File: src/rtl/periph_bus_bridge.sv
// Peripheral bus bridge: decodes a slot from addr[SLOT_SHIFT+3:SLOT_SHIFT] and forwards the core request to that slave.
// Response is 2+ cycles after sampling (1 on decode error); silent slaves are aborted after TIMEOUT_CYCLES with ERROR_DATA.
module periph_bus_bridge #(
  parameter int unsigned NUM_SLAVES     = 4,
  parameter int unsigned SLOT_SHIFT     = 16,
  parameter int unsigned TIMEOUT_CYCLES = 255,
  parameter logic [31:0] ERROR_DATA     = 32'hDEADBEEF
) (
  input  logic                     clk,
  input  logic                     rst_n,
  input  logic                     peripheral_read_request,
  input  logic                     peripheral_write_request,
  input  logic [31:0]              peripheral_addr,
  input  logic [31:0]              peripheral_write_data,
  output logic [31:0]              peripheral_read_data,
  output logic                     peripheral_response,
  output logic [NUM_SLAVES-1:0]    slave_read_request,
  output logic [NUM_SLAVES-1:0]    slave_write_request,
  output logic [31:0]              slave_addr,
  output logic [31:0]              slave_write_data,
  input  logic [32*NUM_SLAVES-1:0] slave_read_data,
  input  logic [NUM_SLAVES-1:0]    slave_response,
  output logic                     bus_error,
  output logic [31:0]              error_addr
);

  localparam int unsigned SEL_W = (NUM_SLAVES > 1) ? $clog2(NUM_SLAVES) : 1;
  localparam int unsigned CNT_W = $clog2(TIMEOUT_CYCLES + 1);

  typedef enum logic [2:0] {
    ST_IDLE,
    ST_WAIT,
    ST_RESP,
    ST_ERR,
    ST_HOLDOFF
  } state_t;

  state_t                state_q, state_d;
  logic [CNT_W-1:0]      cnt_q, cnt_d;
  logic                  is_write_q, is_write_d;
  logic [SEL_W-1:0]      slot_q, slot_d;
  logic [NUM_SLAVES-1:0] rd_req_d, wr_req_d;
  logic [31:0]           addr_d, wdata_d, rdata_d, err_addr_d;
  logic                  resp_d, bus_err_d;

  logic [3:0]            req_slot;
  logic                  slot_ok;
  logic [NUM_SLAVES-1:0] req_onehot;
  logic [31:0]           slot_rdata [NUM_SLAVES];

  for (genvar g = 0; g < NUM_SLAVES; g++) begin : g_rdata
    assign slot_rdata[g] = slave_read_data[32*g +: 32];
  end

  assign req_slot = peripheral_addr[SLOT_SHIFT+3:SLOT_SHIFT];
  // Compare in 5 bits so NUM_SLAVES=16 does not overflow the 4-bit field.
  assign slot_ok  = ({1'b0, req_slot} < 5'(NUM_SLAVES));

  always_comb begin
    req_onehot = '0;
    for (int i = 0; i < NUM_SLAVES; i++) begin
      req_onehot[i] = (req_slot == 4'(i));
    end
  end

  always_comb begin
    state_d    = state_q;
    cnt_d      = cnt_q;
    is_write_d = is_write_q;
    slot_d     = slot_q;
    rd_req_d   = slave_read_request;
    wr_req_d   = slave_write_request;
    addr_d     = slave_addr;
    wdata_d    = slave_write_data;
    rdata_d    = peripheral_read_data;
    err_addr_d = error_addr;
    resp_d     = 1'b0;
    bus_err_d  = 1'b0;

    case (state_q)
      ST_IDLE: begin
        if (peripheral_read_request || peripheral_write_request) begin
          addr_d     = peripheral_addr;
          wdata_d    = peripheral_write_data;
          is_write_d = peripheral_write_request;
          slot_d     = req_slot[SEL_W-1:0];
          if ((peripheral_read_request && peripheral_write_request) || !slot_ok) begin
            state_d    = ST_ERR;
            resp_d     = 1'b1;
            bus_err_d  = 1'b1;
            rdata_d    = ERROR_DATA;
            err_addr_d = peripheral_addr;
          end else begin
            state_d  = ST_WAIT;
            cnt_d    = '0;
            rd_req_d = peripheral_write_request ? '0 : req_onehot;
            wr_req_d = peripheral_write_request ? req_onehot : '0;
          end
        end
      end
      ST_WAIT: begin
        // A response in the same cycle as the timeout still completes normally.
        if (slave_response[slot_q]) begin
          state_d  = ST_RESP;
          rd_req_d = '0;
          wr_req_d = '0;
          resp_d   = 1'b1;
          if (!is_write_q) rdata_d = slot_rdata[slot_q];
        end else if (cnt_q == CNT_W'(TIMEOUT_CYCLES)) begin
          state_d    = ST_ERR;
          rd_req_d   = '0;
          wr_req_d   = '0;
          resp_d     = 1'b1;
          bus_err_d  = 1'b1;
          rdata_d    = ERROR_DATA;
          err_addr_d = slave_addr;
        end else begin
          cnt_d = cnt_q + CNT_W'(1);
        end
      end
      ST_RESP:    state_d = ST_HOLDOFF;
      ST_ERR:     state_d = ST_HOLDOFF;
      ST_HOLDOFF: begin
        state_d = ST_IDLE;
        cnt_d   = '0;
      end
      default:    state_d = ST_IDLE;
    endcase
  end

  always_ff @(posedge clk or negedge rst_n) begin
    if (!rst_n) begin
      state_q              <= ST_IDLE;
      cnt_q                <= '0;
      is_write_q           <= 1'b0;
      slot_q               <= '0;
      slave_read_request   <= '0;
      slave_write_request  <= '0;
      slave_addr           <= '0;
      slave_write_data     <= '0;
      peripheral_read_data <= '0;
      peripheral_response  <= 1'b0;
      bus_error            <= 1'b0;
      error_addr           <= '0;
    end else begin
      state_q              <= state_d;
      cnt_q                <= cnt_d;
      is_write_q           <= is_write_d;
      slot_q               <= slot_d;
      slave_read_request   <= rd_req_d;
      slave_write_request  <= wr_req_d;
      slave_addr           <= addr_d;
      slave_write_data     <= wdata_d;
      peripheral_read_data <= rdata_d;
      peripheral_response  <= resp_d;
      bus_error            <= bus_err_d;
      error_addr           <= err_addr_d;
    end
  end

endmodule

File: config.mk
export PLATFORM = sky130hd
export DESIGN_NAME = periph_bus_bridge
export DESIGN_NICKNAME = d
export VERILOG_FILES = /design/src/rtl/periph_bus_bridge.sv
export SDC_FILE = /design/constraint.sdc
export NUM_CORES = 1
export LEC_CHECK = 0
export CORE_MARGIN = 5
export CORE_UTILIZATION = 45
export DETAILED_ROUTE_END_ITERATION = 10
export GPL_ROUTABILITY_DRIVEN = 1
export PLACE_DENSITY_LB_ADDON = 0.25
export SLEW_MARGIN = 5
export SYNTH_ARGS = -nofsm -noshare
export SYNTH_HDL_FRONTEND = slang
export SYNTH_SLANG_ARGS = --single-unit
File: constraint.sdc
create_clock -name clk -period 3.45 [get_ports clk]
set_input_delay 1.035 -clock clk [delete_from_list [all_inputs] [get_ports clk]]
set_output_delay 1.035 -clock clk [all_outputs]
set_load 0.03 [all_outputs]
==> summary.md <==
| Metric | Value |
|---|---|
| Mean Syn Cell Area | `13.4 sq um` |
| Crit path capture type | `primary output` |
| Final nets | `1,070` |
| Slew Limit Fails | `0` |
| Via count | `5,860` |
| Register area share after synthesis | `52.1%` |
| Antenna viol nets, final | `0` |
| TritonCTS clock tree | `done` |
| Clock Path Buffers | `2` |
| Hold Buf Count CTS | `0` |
| Full die area | `18,600 sq um` |
| Final RePlAce weighted congestion | `0.847` |
| Reg2Reg Setup Slack | `1300 ps` |
| Post-layout min period | `2700 ps` |
| First-pass GRT wire length | `35.4 mm` |
| Initial antenna violation count | `1` |
| DRC | `0` |
| Synthesis-stage register bit count | `150` |
| Clk_lat worst skew | `420 ps` |
| Core ar. | `15,800 sq um` |
| Largest net degree at the start of global routing | `63` |
| Final Hold Fails | `0` |
| Via density per instance | `5.33` |
| Die H | `137 microns` |
| Commonest non-fill, non-tap cell in the layout | `clkdlybuf4s50_1` |
| Post-CTS setup buffers | `0` |
| Final Setup Violations | `0` |
| Layout cells sized above 1 | `21.9%` |
| Worst hold-check path type | `flop to flop` |
| Die width | `137 microns` |
| Overflow after GRT | `0` |
| CP cell instances | `clkdlybuf4s50_1` |
| Area growth, synth to finish | `58.8%` |
| Most frequent cells in the layout | `clkdlybuf4s50_1, dfrtp_1, nand2_1` |
| Relative slew slack | `41.4%` |
| Unrepaired setup endpoints after global routing | `false` |
| Routed WL per cell | `21.3 microns` |
| FFs w/ async S/R, synth | `100%` |
| Kind of critical path | `flop to primary output` |
| Synth Net Count | `740` |
| Post-synth EDFFs | `0` |
| Clk pin slew, worst setup/hold paths | `60 ps` |
| Worst path bufs/invs | `1` |
| Int Power | `6790 uW` |
| Clock share of power | `18.4%` |
| Clock sinks | `150` |
| Critical Path RT | `2410 ps` |
| Main synth FF type | `dfrtp_1` |
| 1st-pass router iterations | `4` |
| Part of the power in combinational logic | `54.7%` |
| Initial core utilization | `45.7%` |
| Status | `finished clean` |
| Pre-CTS setup slack | `345 ps` |
| CP top delay family | `buffers and inverters` |
| Fmax | `370 MHz` |
| Clock root cell | `clkbuf_16` |
| Slowest CP cell | `clkdlybuf4s50_1` |
| Iter 0 DRT Violations | `287` |
| # resized after CTS | `0` |
| Final WL | `23.4 mm` |
| Number of global-route vias before repair | `6,406` |
| YS warnings | `0` |
| Setup TNS | `0 ps` |
| Part of the power in registers | `27.0%` |
| GRT Total Usage | `25.1%` |
| Power per cell area | `986 nW/um^2` |
| Number of distinct library cells after synthesis | `46` |
| CP Max Fanout | `3` |
| Switch share | `39.8%` |
| H-tree Lvls | `4` |
| Number of max-cap violations | `0` |
| CP max stage delay | `770 ps` |
| I/O Pins | `338` |
| Post-Syn Instances | `539` |
| CTS buffer count | `17` |
| Cell Rows | `46` |
| Post-DP HPWL | `18.1 mm` |
| Net Sw Power | `4480 uW` |
| Final worst slack | `747 ps` |
| LEAKAGE | `0.00479 uW` |
| IO buf count | `337` |
| Fin crit share | `78.3%` |
| Maximum vdd ir drop | `0.000469 V` |
| Setup Skew | `13.2 ps` |
| Worst slew pin tran | `879 ps` |
| Critical Path Start Type | `flop` |
| Arrival @ worst endpoint | `1670 ps` |
| Mapped Area | `7200 sq um` |
[layout make-up]
class	instances	area, sq um
Antenna cell	1	2.50
Clock buffer	19	443
Clock inverter	13	218
Fill cell	1073	4340
Inverter	4	15.0
Multi-Input combinational cell	348	3250
Sequential cell	150	3750
Tap cell	216	270
Timing Repair Buffer	348	3480
[sequential cells by signal (all words and copies together), names as in the netlist]
| name | cells |
|---|---|
| bus_error | 1 |
| cnt_q | 8 |
| slave_addr | 32 |
| slave_write_data | 32 |
| state_q | 3 |
| peripheral_response | 1 |
| error_addr | 32 |
| slave_read_request | 4 |
| slave_write_request | 4 |
| peripheral_read_data | 32 |
| is_write_q | 1 |
[per-stage QoR]
step	hold WS (ps)	std cells	util, %	instance area, sq um	power, uW
floorplan	484	539	-	7200	6950
global placement	481	1066	68.3	10800	9100
detailed placement	481	1066	68.3	10800	9280
CTS	497	1098	72.5	11400	11400
global route	512	1099	72.5	11400	11800
finish	495	1099	72.5	11400	11300
[routing by layer]
layer | part of all wire, % | up-vias | GRT usage [%]
li1 | - | 2632 | -
met1 | 34 | 2887 | 26.1
met2 | 53 | 292 | 44.8
met3 | 10 | 49 | 10.1
met4 | 3.4 | 0 | 10.6
met5 | 0 | - | 0
[Yosys cell counts (6+ instances only)]
| cell | number | area, sq um |
|---|---|---|
| clkbuf_1 | 15 | 56.3 |
| nor2_1 | 11 | 41.3 |
| mux4_2 | 33 | 743 |
| buf_6 | 6 | 67.6 |
| dfrtp_1 | 150 | 3750 |
| nand2_1 | 103 | 387 |
| mux2_4 | 29 | 435 |
| mux2_2 | 75 | 845 |
| a22o_1 | 9 | 78.8 |
| buf_2 | 11 | 55.1 |
| o22a_1 | 24 | 210 |
[logic make-up (layout without fill, tap and decap cells)]
family / after synthesis / in the layout / synth area share, %
compound gates: 63 / 63 / 7.56
xor+xnor: 1 / 1 / 0.122
fa+ha+maj: 1 / 1 / 0.174
buf+inv: 41 / 384 / 2.97
flops: 150 / 150 / 52.1
mux: 137 / 137 / 28.1
other cells: 0 / 1 / 0
simple gates: 146 / 146 / 8.96
[power groups by stage]
stage / clock network [uW] / registers (uW) / logic [uW]
floorplan: 0 / 4310 / 2650
global placement: 0 / 3010 / 6080
detailed placement: 0 / 3060 / 6220
CTS: 2100 / 3040 / 6230
global route: 2180 / 3130 / 6530
finish: 2070 / 3040 / 6160
[path summary, 6_finish.rpt]
check,from,endpoint,depth (start not counted)
worst max-delay path,slave_addr[17],slave_addr[17],1
worst min-delay path,peripheral_read_data[19],peripheral_read_data[19],1
worst max register to register,slave_addr[16],error_addr[2],5
worst min register to register,peripheral_read_data[19],peripheral_read_data[19],1
max in group asynchronous,rst_n,peripheral_read_data[21],2
min in group asynchronous,rst_n,slave_write_data[22],1
No activity file was read; power rests on OpenSTA's default activity.
